`src/rtl/poly_draw_sequencer_pkg.sv`:
```
// Shared definitions for the polygon draw sequencer, the polygon drawer and the
// game-state logic: FSM encoding, entity class IDs and default sizing.
package poly_draw_sequencer_pkg;

    localparam int DEF_NUM_CLASSES   = 3;
    localparam int DEF_MAX_PER_CLASS = 16;
    localparam int DEF_TIMEOUT       = 4096;

    localparam int SHIP     = 0;
    localparam int ASTEROID = 1;
    localparam int SHOT     = 2;

    typedef enum logic [2:0] {
        ST_IDLE  = 3'd0,
        ST_ROUTE = 3'd1,
        ST_START = 3'd2,
        ST_WAIT  = 3'd3,
        ST_NEXT  = 3'd4,
        ST_DONE  = 3'd5
    } pds_state_e;

    // Width helper that never returns zero, so degenerate sizes still give legal vectors.
    function automatic int clog2_min1(input int value);
        return (value < 2) ? 1 : $clog2(value);
    endfunction

endpackage

```
`src/rtl/poly_draw_sequencer_if.sv`:
```
// Frame-control and drawer handshake bundle between the game-state logic,
// the draw sequencer (master) and the polygon drawer side (slave).
interface poly_draw_sequencer_if
    import poly_draw_sequencer_pkg::*;
#(
    parameter int NUM_CLASSES   = DEF_NUM_CLASSES,
    parameter int MAX_PER_CLASS = DEF_MAX_PER_CLASS
);
    localparam int CW  = clog2_min1(NUM_CLASSES);
    localparam int IW  = clog2_min1(MAX_PER_CLASS + 1);
    localparam int DIW = (IW > 1) ? IW - 1 : 1;
    localparam int NW  = clog2_min1(NUM_CLASSES * MAX_PER_CLASS + 1);

    logic                               frame_start;
    logic [NUM_CLASSES*IW-1:0]          class_count;
    logic [NUM_CLASSES*MAX_PER_CLASS-1:0] active_mask;
    logic                               draw_done;
    logic                               draw_start;
    logic [CW-1:0]                      draw_class;
    logic [DIW-1:0]                     draw_index;
    logic                               busy;
    logic                               frame_done;
    logic [NW-1:0]                      drawn_count;
    logic                               timeout_err;

    modport master (
        input  frame_start, class_count, active_mask, draw_done,
        output draw_start, draw_class, draw_index, busy, frame_done, drawn_count, timeout_err
    );

    modport slave (
        output frame_start, class_count, active_mask, draw_done,
        input  draw_start, draw_class, draw_index, busy, frame_done, drawn_count, timeout_err
    );

endinterface

```
`src/rtl/poly_draw_sequencer_wait_timer.sv`:
```
// Per-entity wait timer: saturating counter that flags expiry on its
// TIMEOUT-th enabled cycle after a clear. TIMEOUT of 0 never expires.
module pds_wait_timer
    import poly_draw_sequencer_pkg::*;
#(
    parameter int TIMEOUT = DEF_TIMEOUT
) (
    input  logic clk,
    input  logic reset,
    input  logic clr_i,
    input  logic en_i,
    output logic expired_o
);
    localparam int            TW    = clog2_min1(TIMEOUT + 1);
    localparam logic [TW-1:0] LIMIT = (TIMEOUT > 0) ? TW'(TIMEOUT - 1) : '0;

    logic [TW-1:0] count_q, count_d;

    // Holding at LIMIT keeps the count from wrapping during a long stall.
    always_comb begin
        count_d = count_q;
        if (clr_i) begin
            count_d = '0;
        end else if (en_i && (count_q != LIMIT)) begin
            count_d = count_q + 1'b1;
        end
    end

    always_ff @(posedge clk) begin
        if (reset) begin
            count_q <= '0;
        end else begin
            count_q <= count_d;
        end
    end

    assign expired_o = (TIMEOUT > 0) && (count_q == LIMIT);

endmodule

```
`src/rtl/poly_draw_sequencer.sv`:
```
// Walks every live entity slot class by class, hands each to the polygon drawer
// and waits for completion (or a timeout) before moving on.
module poly_draw_sequencer
    import poly_draw_sequencer_pkg::*;
#(
    parameter int NUM_CLASSES   = DEF_NUM_CLASSES,
    parameter int MAX_PER_CLASS = DEF_MAX_PER_CLASS,
    parameter int TIMEOUT       = DEF_TIMEOUT
) (
    input logic                   clk,
    input logic                   reset,
    poly_draw_sequencer_if.master bus
);
    localparam int CW  = clog2_min1(NUM_CLASSES);
    localparam int CXW = CW + 1;
    localparam int IW  = clog2_min1(MAX_PER_CLASS + 1);
    localparam int DIW = (IW > 1) ? IW - 1 : 1;
    localparam int NW  = clog2_min1(NUM_CLASSES * MAX_PER_CLASS + 1);
    localparam int BW  = clog2_min1(NUM_CLASSES * MAX_PER_CLASS);

    localparam logic [CXW-1:0] LAST_CLASS = CXW'(NUM_CLASSES);
    localparam logic [IW-1:0]  MAX_COUNT  = IW'(MAX_PER_CLASS);
    localparam logic [NW-1:0]  DRAWN_MAX  = NW'(NUM_CLASSES * MAX_PER_CLASS);

    pds_state_e     state_q, state_d;
    logic [CXW-1:0] class_q, class_d;
    logic [IW-1:0]  index_q, index_d;
    logic [IW-1:0]  count_q [NUM_CLASSES];
    logic [IW-1:0]  count_d [NUM_CLASSES];
    logic [IW-1:0]  count_clamped [NUM_CLASSES];
    logic [NW-1:0]  drawn_q, drawn_d;
    logic           timeout_err_q, timeout_err_d;
    logic [IW-1:0]  cur_count;
    logic [BW-1:0]  cur_bit;
    logic           cur_active;
    logic           timer_expired;

    genvar gi;
    generate
        for (gi = 0; gi < NUM_CLASSES; gi++) begin : g_clamp
            assign count_clamped[gi] = (bus.class_count[gi*IW +: IW] > MAX_COUNT)
                                     ? MAX_COUNT : bus.class_count[gi*IW +: IW];
        end
    endgenerate

    // Only read while class_q < NUM_CLASSES; the DONE test in ROUTE has priority.
    assign cur_count  = count_q[class_q[CW-1:0]];
    assign cur_bit    = BW'(int'(class_q) * MAX_PER_CLASS + int'(index_q));
    assign cur_active = bus.active_mask[cur_bit];

    pds_wait_timer #(
        .TIMEOUT (TIMEOUT)
    ) u_wait_timer (
        .clk       (clk),
        .reset     (reset),
        .clr_i     (state_q == ST_START),
        .en_i      (state_q == ST_WAIT),
        .expired_o (timer_expired)
    );

    always_ff @(posedge clk) begin
        if (reset) begin
            state_q       <= ST_IDLE;
            class_q       <= '0;
            index_q       <= '0;
            drawn_q       <= '0;
            timeout_err_q <= 1'b0;
            for (int c = 0; c < NUM_CLASSES; c++) begin
                count_q[c] <= '0;
            end
        end else begin
            state_q       <= state_d;
            class_q       <= class_d;
            index_q       <= index_d;
            drawn_q       <= drawn_d;
            timeout_err_q <= timeout_err_d;
            for (int c = 0; c < NUM_CLASSES; c++) begin
                count_q[c] <= count_d[c];
            end
        end
    end

    always_comb begin
        state_d       = state_q;
        class_d       = class_q;
        index_d       = index_q;
        drawn_d       = drawn_q;
        timeout_err_d = timeout_err_q;
        for (int c = 0; c < NUM_CLASSES; c++) begin
            count_d[c] = count_q[c];
        end

        unique case (state_q)
            ST_IDLE: begin
                if (bus.frame_start) begin
                    for (int c = 0; c < NUM_CLASSES; c++) begin
                        count_d[c] = count_clamped[c];
                    end
                    class_d       = '0;
                    index_d       = '0;
                    drawn_d       = '0;
                    timeout_err_d = 1'b0;
                    state_d       = ST_ROUTE;
                end
            end
            ST_ROUTE: begin
                if (class_q == LAST_CLASS) begin
                    state_d = ST_DONE;
                end else if (index_q >= cur_count) begin
                    class_d = class_q + 1'b1;
                    index_d = '0;
                end else if (!cur_active) begin
                    index_d = index_q + 1'b1;
                end else begin
                    state_d = ST_START;
                end
            end
            ST_START: state_d = ST_WAIT;
            ST_WAIT: begin
                // A completion in the expiry cycle still counts as drawn.
                if (bus.draw_done) begin
                    if (drawn_q != DRAWN_MAX) begin
                        drawn_d = drawn_q + 1'b1;
                    end
                    state_d = ST_NEXT;
                end else if (timer_expired) begin
                    timeout_err_d = 1'b1;
                    state_d       = ST_NEXT;
                end
            end
            ST_NEXT: begin
                index_d = index_q + 1'b1;
                state_d = ST_ROUTE;
            end
            ST_DONE: state_d = ST_IDLE;
            default: state_d = ST_IDLE;
        endcase
    end

    always_comb begin
        bus.draw_start = (state_q == ST_START);
        bus.busy       = (state_q != ST_IDLE);
        bus.frame_done = (state_q == ST_DONE);
    end

    assign bus.draw_class  = CW'(class_q);
    assign bus.draw_index  = DIW'(index_q);
    assign bus.drawn_count = drawn_q;
    assign bus.timeout_err = timeout_err_q;

endmodule

```
`src/flat_wrapper.sv`:
```
// flat-port wrapper written by rule: the top's interface ports become plain ports
module poly_draw_sequencer_flat import poly_draw_sequencer_pkg::*;
#(
    parameter int NUM_CLASSES   = DEF_NUM_CLASSES,
    parameter int MAX_PER_CLASS = DEF_MAX_PER_CLASS,
    parameter int TIMEOUT       = DEF_TIMEOUT
)
  (clk, reset, bus_frame_start, bus_class_count, bus_active_mask, bus_draw_done, bus_draw_start, bus_draw_class, bus_draw_index, bus_busy, bus_frame_done, bus_drawn_count, bus_timeout_err);
  poly_draw_sequencer_if #(.NUM_CLASSES(NUM_CLASSES), .MAX_PER_CLASS(MAX_PER_CLASS)) bus_i ();
  input logic clk;
  input logic reset;
  input wire logic [$bits(bus_i.frame_start)-1:0] bus_frame_start;
  input wire logic [$bits(bus_i.class_count)-1:0] bus_class_count;
  input wire logic [$bits(bus_i.active_mask)-1:0] bus_active_mask;
  input wire logic [$bits(bus_i.draw_done)-1:0] bus_draw_done;
  output wire logic [$bits(bus_i.draw_start)-1:0] bus_draw_start;
  output wire logic [$bits(bus_i.draw_class)-1:0] bus_draw_class;
  output wire logic [$bits(bus_i.draw_index)-1:0] bus_draw_index;
  output wire logic [$bits(bus_i.busy)-1:0] bus_busy;
  output wire logic [$bits(bus_i.frame_done)-1:0] bus_frame_done;
  output wire logic [$bits(bus_i.drawn_count)-1:0] bus_drawn_count;
  output wire logic [$bits(bus_i.timeout_err)-1:0] bus_timeout_err;
  assign bus_i.frame_start = bus_frame_start;
  assign bus_i.class_count = bus_class_count;
  assign bus_i.active_mask = bus_active_mask;
  assign bus_i.draw_done = bus_draw_done;
  assign bus_draw_start = bus_i.draw_start;
  assign bus_draw_class = bus_i.draw_class;
  assign bus_draw_index = bus_i.draw_index;
  assign bus_busy = bus_i.busy;
  assign bus_frame_done = bus_i.frame_done;
  assign bus_drawn_count = bus_i.drawn_count;
  assign bus_timeout_err = bus_i.timeout_err;
  poly_draw_sequencer #(.NUM_CLASSES(NUM_CLASSES), .MAX_PER_CLASS(MAX_PER_CLASS), .TIMEOUT(TIMEOUT)) u_core (.clk(clk), .reset(reset), .bus(bus_i));
endmodule
```
`config.mk`:
```
export PLATFORM = sky130hd
export DESIGN_NAME = poly_draw_sequencer_flat
export DESIGN_NICKNAME = d
export VERILOG_FILES = /design/src/rtl/poly_draw_sequencer_pkg.sv /design/src/rtl/poly_draw_sequencer_if.sv /design/src/rtl/poly_draw_sequencer_wait_timer.sv /design/src/rtl/poly_draw_sequencer.sv /design/src/flat_wrapper.sv
export SDC_FILE = /design/constraint.sdc
export NUM_CORES = 1
export LEC_CHECK = 0
export CAP_MARGIN = 25
export CELL_PAD_IN_SITES_DETAIL_PLACEMENT = 0
export CELL_PAD_IN_SITES_GLOBAL_PLACEMENT = 1
export CORE_ASPECT_RATIO = 1.4
export CORE_MARGIN = 3
export CORE_UTILIZATION = 39
export DETAILED_ROUTE_END_ITERATION = 6
export GPL_TIMING_DRIVEN = 0
export MAX_ROUTING_LAYER = met4
export PLACE_DENSITY = 0.82
export SKIP_LAST_GASP = 1
export SLEW_MARGIN = 5
export SYNTH_ARGS = -nofsm -noshare
export SYNTH_HDL_FRONTEND = slang
export SYNTH_SLANG_ARGS = --single-unit
```
`constraint.sdc`:
```
create_clock -name clk -period 4.2 [get_ports clk]
set_input_delay 0.42 -clock clk [delete_from_list [all_inputs] [get_ports clk]]
set_output_delay 0.42 -clock clk [all_outputs]
set_load 0.02 [all_outputs]
```
# After elaboration in Yosys (flattened, before gate mapping)
# Memory sizes are Yosys's and may differ from the RTL's. A register that Yosys moved wholly into a read port is not among the register bits.
# Index checks and enable logic that the tools add are counted.
# classes
addsub,5
order_cmp,5
eq_ne,22
muxes,39
n_bitwise,3
reduce_logical,13
# ops
cell,count
5-bit two-way mux,10
15-bit two-way mux,2
3-bit two-way mux,9
4-bit AND reduction,5
6-bit two-way mux,3
5-bit greater-than comparator (second input constant),3
3-bit case mux with 5 select lines,1
5-bit case mux with 3 select lines,1
13-bit by 1-bit adder with 13-bit output (second input constant),1
13-bit by 12-bit == test with 1-bit output (second input constant),1
13-bit by 12-bit != test with 1-bit output (second input constant),1
6-bit case mux with 2 select lines,1
2-bit != test (second input constant),5
3-bit by 2-bit == test with 1-bit output (second input constant),3
6-bit by 7-bit less-than comparator with 1-bit output (second input constant),1
1-bit two-way mux,7
6-bit by 1-bit adder with 6-bit output (second input constant),1
6-bit by 5-bit adder with 6-bit output,1
1-bit binary-select mux with 6-bit select,1
3-bit == test (second input constant),2
2-bit by 1-bit != test with 1-bit output (second input constant),3
3-bit by 2-bit != test with 1-bit output (second input constant),2
6-bit != test (second input constant),1
3-bit case mux with 2 select lines,1
16 further kinds,21
# word_totals
reg_bits,31
ramBits,15
inputBits,67
out_inout_bits,16
memories,1
# mem_list
memory,words,width,rd,rd_clocked_by_memory_dff,wr,line,text
u_core.count_q,3,5,1,1,3,poly_draw_sequencer.sv:28,logic [IW-1:0] count_q [NUM_CLASSES];

# Depth between registers and ports, before layout
# logic_depth
depth_word,7
depth_mapped,11
mapped_depth_nobuf,10

# By module
# A second synthesis with hierarchy kept.
# hier_totals
hier_cells,306
hier_area_um2,3010.4
# by_module_without_submodules
mod,instances,cells_per_inst,area_each_um2
poly_draw_sequencer,1,227,2312.2
pds_wait_timer,1,79,698.2

# Worst setup path before layout
# OpenSTA, ideal clock, no wires.
# synth_path
path_type,reg-to-reg
from,register with a tool-made name
to,register u_core.index_q[3]
arrival_time_ns,2.572
t_required_ns,4.112
setup_slack_ns,1.540
stages_incl_launch_ff,11
path_buffers,1
period_less_slack_ns,2.660
path_cell_list,dfxtp_1 clkbuf_1 mux2i_1 o21ai_0 ha_1 nand2b_1 a2111o_1 a2111o_1 a21oi_1 nand3_1 o32ai_2
# synth_rtl
element,line,text
"end signal, assigned",poly_draw_sequencer.sv:74,index_q <= index_d;
"end, declared",poly_draw_sequencer.sv:27,"logic [IW-1:0] index_q, index_d;"

==> impl_results.md <==
- Max-Cap Viols: 0
- Power, Total: 1.17 mW
- Full die area: 8820 sq um
- Area Growth Syn to Fin: 35.6%
- Routability cong.: between 0.8 and 0.9
- Outcome: finished, final reports clean
- Skew-Pair Late Insertion Delay: 300 ps
- Average cell area after synthesis: 9.81 sq um
- Post-synth top flop: dfxtp_1
- Layout cell share with drive strength beyond 1: ~11%
- Pins Over Slew Limit: 0
- Crit path max fanout: 5
- Seq cells post-synth: 48
- Pwr dens: 287 nW/um^2
- Arrival time at the worst endpoint: between 3000 and 4000 ps
- Largest net degree at the start of global routing: 22
- Slew Limit Headroom: about 55%
- Clk sinks: 48
- Largest area contributor in the netlist: dfxtp_1
- RSZ-0062 raised after global routing: false
- Lkg Pwr: 1.48 nW
- Routed WL: 7.25 mm
- Antenna-violating nets left: 0
- Max frequency: approximately 0.32 GHz
- Core Region: 7410 sq um
- FP Rows: 37
- Synth warn: 0
- Clock Skews: approximately 11 ps
- Top cell type's share of synthesized area: 21.9%
- Top cells by area, synth: dfxtp_1 (22%), edfxtp_1 (15%), mux2i_1 (9.0%)
- Ports: 83
- Peak VDD IR: 253 uV
- # setup viols final: 0
- Netlist cell types: 58
- Worst Path Required: 4420 ps
- TritonCTS clock tree: built
- Port bufs: 82
- Drt initial violations: 110
- DRC viols: 0
- Post-synth EDFFs: 15
- Slew @ Worst Pin: around 670 ps
- Critical path endpoint: u_core.index_q[4]$_SDFFE_PP0P_
- Crit share post-route: 73.7%
- Layout filler cell count: 689
- Initial antenna violation count: 0
- FF-to-FF setup slack: roughly 1100 ps
- DIE HEIGHT: 110 um
- Drt wl/cell: 14.6 um
- Mapped Cells: 307
- Asr flop ratio synth: 0%
- Syn_nets: 386
- Router iterations before antenna repair: 4
- Final net count: 476
- R2r worst-path depth: 10
- Root Buffer: clkbuf_8
- Min-delay src: u_core.bus.timeout_err$_SDFFE_PP0P_
- # diodes: 0
- Global route total overflow: 0
- Die X: between 80 and 90 um
- Hold WS: 487 ps
- First-pass GRT wire length: roughly 12 mm
- Initial Util: approximately two fifths
- R2r endpoint: u_core.index_q[4]$_SDFFE_PP0P_
- Cell area after synthesis: between 3000 and 4000 sq um
- Clk slew on worst S/H paths: 100 ps
- Hpwl dp: between 5 and 6 mm
- Hold-fix buffers, CTS: 0
- Post-synth top cells: nor2_1 (42), dfxtp_1 (33), mux2i_1 (27)
- Vias: 2504
- Non-Filler Instances: 495
- Sequential area share after synthesis: 36.9%
- Cell with the most instances after synthesis: nor2_1
- Post-CTS setup repair buffer count: 0
- Post-cts sizing count: 0
- CTS HTree Levels: 2
- Setup TNS: 0 ps
- Crit. End Element: flip-flop
- Total GRT Usage: 17.4%
- Critical Path Start Type: flip-flop
- Worst hold path type: reg -> reg
- Final Hold Vio Count: 0
- Number of global-route vias before repair: 2497
- Tmin final: 3100 ps
- TritonCTS buffer count: 5
- Placed Cells: 486
- WS Path Type: reg -> reg
- Via/cell ratio: 5.06
- CTS Buffer Depth: 2
routing by layer:
layer / up-vias / track usage (%) / routed length, um
li1: 1274 / - / -
met1: 1142 / 19.6 / 3050
met2: 81 / 30.7 / 3570
met3: 7 / 3.69 / 518
met4: 0 / 5.19 / 115
met5: - / - / 0
flip-flops by register name, summed over array words and instances, names as in the netlist, named ones only:
name	cells
u_core.state_q	3
u_core.count_q	15
u_core.index_q	5
u_core.bus.timeout_err	1
u_core.u_wait_timer.count_q	13
u_core.class_q	3
u_core.bus.drawn_count	6
through the flow:
step	worst slack (ps)	cell area, sq um	util (%)
2_1_floorplan	1540	3010	-
3_3_place_gp	1160	3950	53.4
3_5_place_dp	1160	3950	53.4
4_1_cts	1100	4070	54.9
5_1_grt	890	4080	55.1
6_report	1100	4080	55.1
cells in the final DEF (no fill, tap or decap), drive strengths merged, types with 2 or more instances in the layout:
cell           instances
edfxtp                15
nand2                 16
o21ai                  5
nand2b                 6
xnor2                 11
dfxtp                 33
nor2                  42
or2                    2
and2                  17
a211oi                 4
buf                   13
clkbuf                11
o311ai                 2
nor3                  14
mux2i                 27
o31ai                  2
ha                    12
inv                   13
clkdlybuf4s50         82
o32ai                  2
nand4b                 3
nand4                  4
nand3                  6
a2111o                 2
xor2                   6
a21oi                 13
nor3b                  3
mux4                   8
and3                   4
o21a                   2
cell families (layout without fill, tap and decap cells):
kind of cell | Yosys count | in the layout | synth area share, %
mux | 35 | 35 | 15.1
compound gates | 41 | 41 | 10.5
xor+xnor | 17 | 17 | 4.95
flops | 48 | 48 | 36.9
fa+ha+maj | 12 | 12 | 4.99
buf+inv | 31 | 122 | 6.77
simple gates | 123 | 123 | 20.8
worst min-delay path by stage:
stage | slack (ps) | cells past startpoint | end
2_1_floorplan | 460 | 2 | u_core.class_q[2]$_SDFFE_PP0N_
3_3_place_gp | 470 | 2 | u_core.bus.timeout_err$_SDFFE_PP0P_
3_5_place_dp | 460 | 2 | u_core.bus.timeout_err$_SDFFE_PP0P_
4_1_cts | 490 | 2 | u_core.bus.timeout_err$_SDFFE_PP0P_
5_1_grt | 540 | 2 | u_core.bus.timeout_err$_SDFFE_PP0P_
6_report | 490 | 2 | u_core.bus.timeout_err$_SDFFE_PP0P_
layout make-up:
| type | count | area, sq um | share of cell area, % |
|---|---|---|---|
| Buffer | 19 | 159 | 3.89 |
| Clock buffer | 5 | 68.8 | 1.69 |
| Clock inverter | 3 | 46.3 | 1.13 |
| Inverter | 12 | 45.0 | 1.10 |
| Multi-Input combinational cell | 228 | 1700 | 41.5 |
| Sequential cell | 48 | 1110 | 27.2 |
| Tap cell | 97 | 121 | 2.97 |
| Timing Repair Buffer | 83 | 836 | 20.5 |
power breakdown:
part	leakage, nW	switching, mW	total, mW	internal (mW)
clock	0.0548	0.159	0.339	0.179
combinational	0.993	0.149	0.317	0.168
sequential	0.428	0.0112	0.515	0.504
total	1.48	0.319	1.17	0.852
critical path: stages (launching register included):
cell and delay (ps):
dfxtp_1 320, clkbuf_1 300, mux2i_1 270, o21ai_0 110, ha_1 280, nand2b_1 140, a2111o_1 460, a2111o_1 430
a21oi_1 400, nand3_1 170, o32ai_2 140
No activity file was read; power rests on OpenSTA's default activity.
